[src/rtl/npc_seq_pkg.sv]
// Shared definitions for the NPC multi-cycle sequencer: state encoding,
// reset defaults and the captured LSU request record.
package npc_seq_pkg;

    // Sequencer states
    localparam logic [2:0] IF_REQ   = 3'd0;
    localparam logic [2:0] IF_WAIT  = 3'd1;
    localparam logic [2:0] EXEC     = 3'd2;
    localparam logic [2:0] MEM_REQ  = 3'd3;
    localparam logic [2:0] MEM_WAIT = 3'd4;
    localparam logic [2:0] WB       = 3'd5;
    localparam logic [2:0] HALT     = 3'd6;

    // Reset defaults: boot address and addi x0,x0,0
    localparam logic [31:0] NPC_RESET_PC = 32'h8000_0000;
    localparam logic [31:0] NPC_NOP_INST = 32'h0000_0013;

    // Data-port request captured in EXEC and held through MEM_REQ
    typedef struct packed {
        logic        wen;
        logic [31:0] addr;
        logic [31:0] wdata;
        logic [7:0]  wmask;
    } lsu_req_t;

endpackage

[src/rtl/npc_perf_cnt.sv]
// Pair of free-running 64-bit performance counters (cycles and retired
// instructions). Only instantiated when NPC_SEQ_PERF_EN is defined.
module npc_perf_cnt (
    input  logic        clk,
    input  logic        rst_n,
    input  logic        inc_cycle,
    input  logic        inc_instret,
    output logic [63:0] cycle,
    output logic [63:0] instret
);

    logic [63:0] r_cycle;
    logic [63:0] r_instret;

    // Count enabled cycles and retirements; both wrap naturally at 2^64
    always_ff @(posedge clk or negedge rst_n) begin
        if (!rst_n) begin
            r_cycle   <= '0;
            r_instret <= '0;
        end else begin
            if (inc_cycle)   r_cycle   <= r_cycle + 64'd1;
            if (inc_instret) r_instret <= r_instret + 64'd1;
        end
    end

    assign cycle   = r_cycle;
    assign instret = r_instret;

endmodule

[src/rtl/npc_exec_seq.sv]
// NPC multi-cycle sequencer: FETCH -> EXEC -> MEM -> WB around a
// combinational CU/ALU. Holds inst/pc/load data stable for the CU and
// gates regfile write and PC update to the single commit cycle.
// Optional feature macro: NPC_SEQ_PERF_EN builds the cycle/instret counters;
// when undefined both counter outputs are tied to zero.
module npc_exec_seq
    import npc_seq_pkg::*;
#(
    parameter logic [31:0] RESET_PC = NPC_RESET_PC,
    parameter logic [31:0] NOP_INST = NPC_NOP_INST
) (
    input  logic        clk,
    input  logic        rst_n,
    output logic        ifu_req_valid,
    output logic [31:0] ifu_req_addr,
    input  logic        ifu_req_ready,
    input  logic        ifu_rsp_valid,
    input  logic [31:0] ifu_rsp_data,
    output logic [31:0] inst,
    output logic [31:0] pc,
    input  logic [31:0] cu_pc_next,
    input  logic        cu_wen,
    input  logic        cu_mem_rd,
    input  logic        cu_mem_wr,
    input  logic [31:0] cu_mem_addr,
    input  logic [31:0] cu_mem_wdata,
    input  logic [7:0]  cu_wmask,
    input  logic        cu_is_ebreak,
    output logic        lsu_req_valid,
    output logic        lsu_req_wen,
    output logic [31:0] lsu_req_addr,
    output logic [31:0] lsu_req_wdata,
    output logic [7:0]  lsu_req_wmask,
    input  logic        lsu_req_ready,
    input  logic        lsu_rsp_valid,
    input  logic [31:0] lsu_rsp_rdata,
    output logic [31:0] mem_read_data,
    output logic        rf_wen,
    output logic        commit,
    output logic        halted,
    output logic [63:0] perf_cycle,
    output logic [63:0] perf_instret
);

    logic [2:0]  r_state;
    logic [2:0]  w_state_nxt;
    logic [31:0] r_pc;
    logic [31:0] r_inst;
    logic [31:0] r_mem_rdata;
    lsu_req_t    r_lsu;
    logic        w_commit;
    logic        w_mem_op;

    assign w_mem_op = cu_mem_rd | cu_mem_wr;

    // Next-state decode; responses outside their wait state are ignored
    always_comb begin
        w_state_nxt = r_state;
        case (r_state)
            IF_REQ:   if (ifu_req_ready) w_state_nxt = IF_WAIT;
            IF_WAIT:  if (ifu_rsp_valid) w_state_nxt = EXEC;
            EXEC: begin
                if (cu_is_ebreak)  w_state_nxt = HALT;
                else if (w_mem_op) w_state_nxt = MEM_REQ;
                else               w_state_nxt = WB;
            end
            MEM_REQ:  if (lsu_req_ready) w_state_nxt = MEM_WAIT;
            MEM_WAIT: if (lsu_rsp_valid) w_state_nxt = WB;
            WB:       w_state_nxt = IF_REQ;
            HALT:     w_state_nxt = HALT;
            default:  w_state_nxt = IF_REQ;
        endcase
    end

    // State register; reset abandons any in-flight transaction
    always_ff @(posedge clk or negedge rst_n) begin
        if (!rst_n) r_state <= IF_REQ;
        else        r_state <= w_state_nxt;
    end

    // Architectural/holding registers updated only in their owning state
    always_ff @(posedge clk or negedge rst_n) begin
        if (!rst_n) begin
            r_pc        <= RESET_PC;
            r_inst      <= NOP_INST;
            r_mem_rdata <= '0;
            r_lsu       <= '0;
        end else begin
            if (r_state == IF_WAIT && ifu_rsp_valid)
                r_inst <= ifu_rsp_data;
            if (r_state == EXEC && !cu_is_ebreak && w_mem_op)
                r_lsu <= '{wen:   cu_mem_wr,
                           addr:  cu_mem_addr,
                           wdata: cu_mem_wdata,
                           wmask: cu_mem_wr ? cu_wmask : 8'h00};
            if (r_state == MEM_WAIT && lsu_rsp_valid && !r_lsu.wen)
                r_mem_rdata <= lsu_rsp_rdata;
            if (r_state == WB)
                r_pc <= cu_pc_next;
        end
    end

    // ebreak retires in EXEC; everything else retires in WB
    assign w_commit = (r_state == WB) | ((r_state == EXEC) & cu_is_ebreak);

    // Reset state is IF_REQ, so the fetch valid is masked while rst_n is low
    assign ifu_req_valid = rst_n & (r_state == IF_REQ);
    assign ifu_req_addr  = r_pc;
    assign inst          = r_inst;
    assign pc            = r_pc;
    assign lsu_req_valid = (r_state == MEM_REQ);
    assign lsu_req_wen   = (r_state == MEM_REQ) & r_lsu.wen;
    assign lsu_req_addr  = r_lsu.addr;
    assign lsu_req_wdata = r_lsu.wdata;
    assign lsu_req_wmask = r_lsu.wmask;
    assign mem_read_data = r_mem_rdata;
    assign rf_wen        = (r_state == WB) & cu_wen;
    assign commit        = w_commit;
    assign halted        = (r_state == HALT);

`ifdef NPC_SEQ_PERF_EN
    logic w_inc_cycle;
    assign w_inc_cycle = (r_state != HALT);

    npc_perf_cnt u_perf (
        .clk         (clk),
        .rst_n       (rst_n),
        .inc_cycle   (w_inc_cycle),
        .inc_instret (w_commit),
        .cycle       (perf_cycle),
        .instret     (perf_instret)
    );
`else
    assign perf_cycle   = '0;
    assign perf_instret = '0;
`endif

endmodule

[config.mk]
export PLATFORM = sky130hd
export DESIGN_NAME = npc_exec_seq
export DESIGN_NICKNAME = d
export VERILOG_FILES = /design/src/rtl/npc_seq_pkg.sv /design/src/rtl/npc_perf_cnt.sv /design/src/rtl/npc_exec_seq.sv
export SDC_FILE = /design/constraint.sdc
export NUM_CORES = 1
export LEC_CHECK = 0
export CORE_AREA = 4 4 195 197
export DETAILED_ROUTE_END_ITERATION = 10
export DIE_AREA = 0 0 199 201
export GPL_TIMING_DRIVEN = 0
export HOLD_SLACK_MARGIN = 0.05
export PLACE_DENSITY = 0.63
export SLEW_MARGIN = 30
export SYNTH_ARGS = -nofsm -noshare
export SYNTH_HDL_FRONTEND = slang
export SYNTH_SLANG_ARGS = --single-unit
[constraint.sdc]
create_clock -name clk -period 2 [get_ports clk]
set_clock_uncertainty 0.1 [all_clocks]
set_input_delay 0.4 -clock clk [delete_from_list [all_inputs] [get_ports clk]]
set_output_delay 0.4 -clock clk [all_outputs]
set_load 0.005 [all_outputs]
==> results.toml <==
[status]
status = "finished, final reports clean"

[clock_tree]
cts_buffers = 17
cts_tree = "done"
clockRootBuffer = "clkbuf_16"
insertion_delay_ns = 0.43
clock-sinks = 172
htreeDepth = 4
clkTransAtPathRegs_ns = 0.07
clk_path_buf_depth = 2

[detailed_routing]
wl_per_cell_um = 15.4
vias_per_cell = 3.59
dr.pass1.iters = 4
drc_errors = 0
drt_iter0_drc = 119
antenna_left = 0
wl_um = 25800
vias = 6018

[place]
dp.cells = 1621
place_area_um2 = 13700
globalplace.congestion = 0.753
hpwlAfterDp_um = 19700
portBuffers = 383
pre_cts_ws_ns = -0.517

[pwr]
powerDensity_nw_per_um2 = 1350
p_leak_uw = 0.00692
ir_worst_vdd_uv = 832
p_total_uw = 19800

[setup_path]
worstPathCellList = "buf_6 > and3b_2 > and2_4 > buf_6"
slowest_stage = "dfrtp_2"
r2r-start = "r_state[2]"
critPathLaunchType = "flop"
required_ns = 1.50
crit_family = "flip-flops"
critical_path.most_common_cell = "buf_6"
ff2ff_path_depth = 4
path_buf_inv = 2
crit_fanout = 10
crit_arrival_ns = 1.50
slowest_delay_ns = 0.41
timing.rr.end = "inst[23]"
path_class = "reg2out"
end_kind = "output port"
reg2reg_slack_ns = 0.09

[synthesis]
synth-seq-cells = 172
synth_edf_count = 0
synth_cells = 641
yosys_warnings = 0
syn_area_per_cell_um2 = 13.7
synthDistinctLibCells = 34
synth.top_cell.area_share_pct = 48.0
synth.most_common_cell = "buf_4"
ys_seq_area_share_pct = 49.2
syn_area_um2 = 8760
synth_flop_cell = "dfrtp_1"
synth_common_cells = "buf_4, dfrtp_1, mux2_2, mux2_4, nand2_1"
synth_area_leaders = "dfrtp_1, buf_4, mux2_2"
yosysTopAreaCell = "dfrtp_1"
synthArstFlopShare_pct = 100

[global_route]
track_usage_pct = 12.2
grt_overflow = 0
grt_pass1_vias = 6430
grt_start_max_net_pins = 63
antenna_found_initial = 0
grt_pass1_wl_um = 37600

[cells_and_area]
drive_above_1_share_pct = 40.6
num_antenna_cells = 0
fin_nets = 1375
design_area_um2 = 14600
instances_no_fill = 1678
fillerInstances = 3458
syn2layout_area_growth_pct = 67.2

[floorplanning]
core_um2 = 36300
die_w_um = 199
num_io_pins = 512
die_area_um2 = 40000
num_rows = 70
die_h_um = 201
start_util_pct = 24.2

[run]
cap_violations = 0

[timing]
worst_slew_pin_slew_ns = 0.811
min_period_ns = 2.00
final.period_utilization_pct = 99.9
setup_viol = 0
hold_viol = 0
fin_ws_ns = 0.00290
rsz0062_at_grt = "yes"
whs_ns = 0.0828
slew-limit-headroom_pct = 45.8
maxSlewViolCount = 0
clock.fmax_ghz = 0.501

[worst_hold_path]
hp-class = "in2async"
-- worst reg2reg max path: stages, from the launching register on --
cell and delay [ns]:
dfrtp_2 0.43, buf_4 0.18, nor4b_4 0.51, buf_6 0.24
mux2_2 0.35
-- kinds of logic (layout without fill, tap and decap cells) --
kind of cell	after synthesis	count (layout)	share of synthesized area (%)
and+or+nand+nor	26	26	2.29
AOI/OAI and AO/OA	7	7	0.671
DFF	172	172	49.2
buffers and inverters	264	706	23.4
other	1	128	0.0428
muxes	171	171	24.4
-- layer usage --
metal	global-route usage, %	vias to the layer above	share of wire [%]
met3	4.18	19	7.8
li1	-	2877	-
met5	0	-	0
met4	3.79	0	1.5
met2	21.5	242	51
met1	13.8	2880	40
-- through the flow --
step                      setup TNS, ns  utilization (%)
after floorplan                       0                -
after global placement         -1296.77             37.7
after detailed placement         -53.57             37.8
after CTS                       -0.0496             39.8
after global routing             -0.100             40.4
final                                 0             40.4
-- sequential cells by signal, indices dropped and copies added (netlist names) --
name and flops:
lsu_req_wdata 32, ifu_req_addr 32, r_state 3, mem_read_data 32, r_lsu 1, lsu_req_wmask 8, lsu_req_addr 32, inst 32
-- where the power goes --
group          internal [µW]  total, µW  switching, µW
clock network           2010       3450           1440
registers               5270       6360           1080
logic                   7210      10000           2810
total                  14500      19800           5340
-- how the worst max path moves through the flow --
stage,start,endpoint,slack [ns],depth (start not counted)
after CTS,r_state[2],lsu_req_wen,-0.05,4
final,r_state[1],lsu_req_wen,0.003,4
after global routing,r_state[2],lsu_req_wen,-0.09,4
after detailed placement,lsu_rsp_valid,mem_read_data[6],-0.52,5
after global placement,rst_n,inst[21],-7.28,1
after floorplan,cu_is_ebreak,lsu_req_addr[29],0.26,5
-- layout by cell type, fill, tap and decap left out, types with 2 or more instances in the layout --
| cell | count |
|---|---|
| buf_12 | 14 |
| buf_16 | 2 |
| buf_2 | 6 |
| buf_4 | 248 |
| buf_6 | 11 |
| buf_8 | 2 |
| bufinv_16 | 3 |
| clkbuf_1 | 5 |
| clkbuf_16 | 17 |
| clkbuf_8 | 2 |
| clkdlybuf4s50_1 | 356 |
| clkinv_2 | 2 |
| clkinv_4 | 3 |
| conb_1 | 128 |
| dfrtp_1 | 165 |
| dfrtp_2 | 3 |
| dfstp_2 | 4 |
| dlygate4sd2_1 | 7 |
| dlymetal6s2s_1 | 13 |
| inv_1 | 10 |
| mux2_1 | 3 |
| mux2_2 | 98 |
| mux2_4 | 60 |
| mux2i_1 | 10 |
| nand2_1 | 11 |
| nor4b_4 | 3 |
| o21ai_0 | 2 |
-- final cells by class --
cell class | count | area (µm²) | area share [%]
sequential | 172 | 4310 | 29.5
clock buffer | 22 | 454 | 3.10
timing repair buffer | 415 | 4210 | 28.8
multi-input combinational | 332 | 2900 | 19.8
buffer | 248 | 1990 | 13.6
clock inverter | 10 | 143 | 0.974
tap | 468 | 586 | 4.00
inverter | 11 | 43.8 | 0.299
-- timing repair --
action,4_1_cts,5_1_grt
pin swaps,3,1
cloned,0,0
hold buffers,5,4
setup buffers,9,12
hold endpoints to repair,168,54
setup endpoints to repair,46,83
resized for setup,43,20
Note: power is estimated with default switching activity, not from simulation.
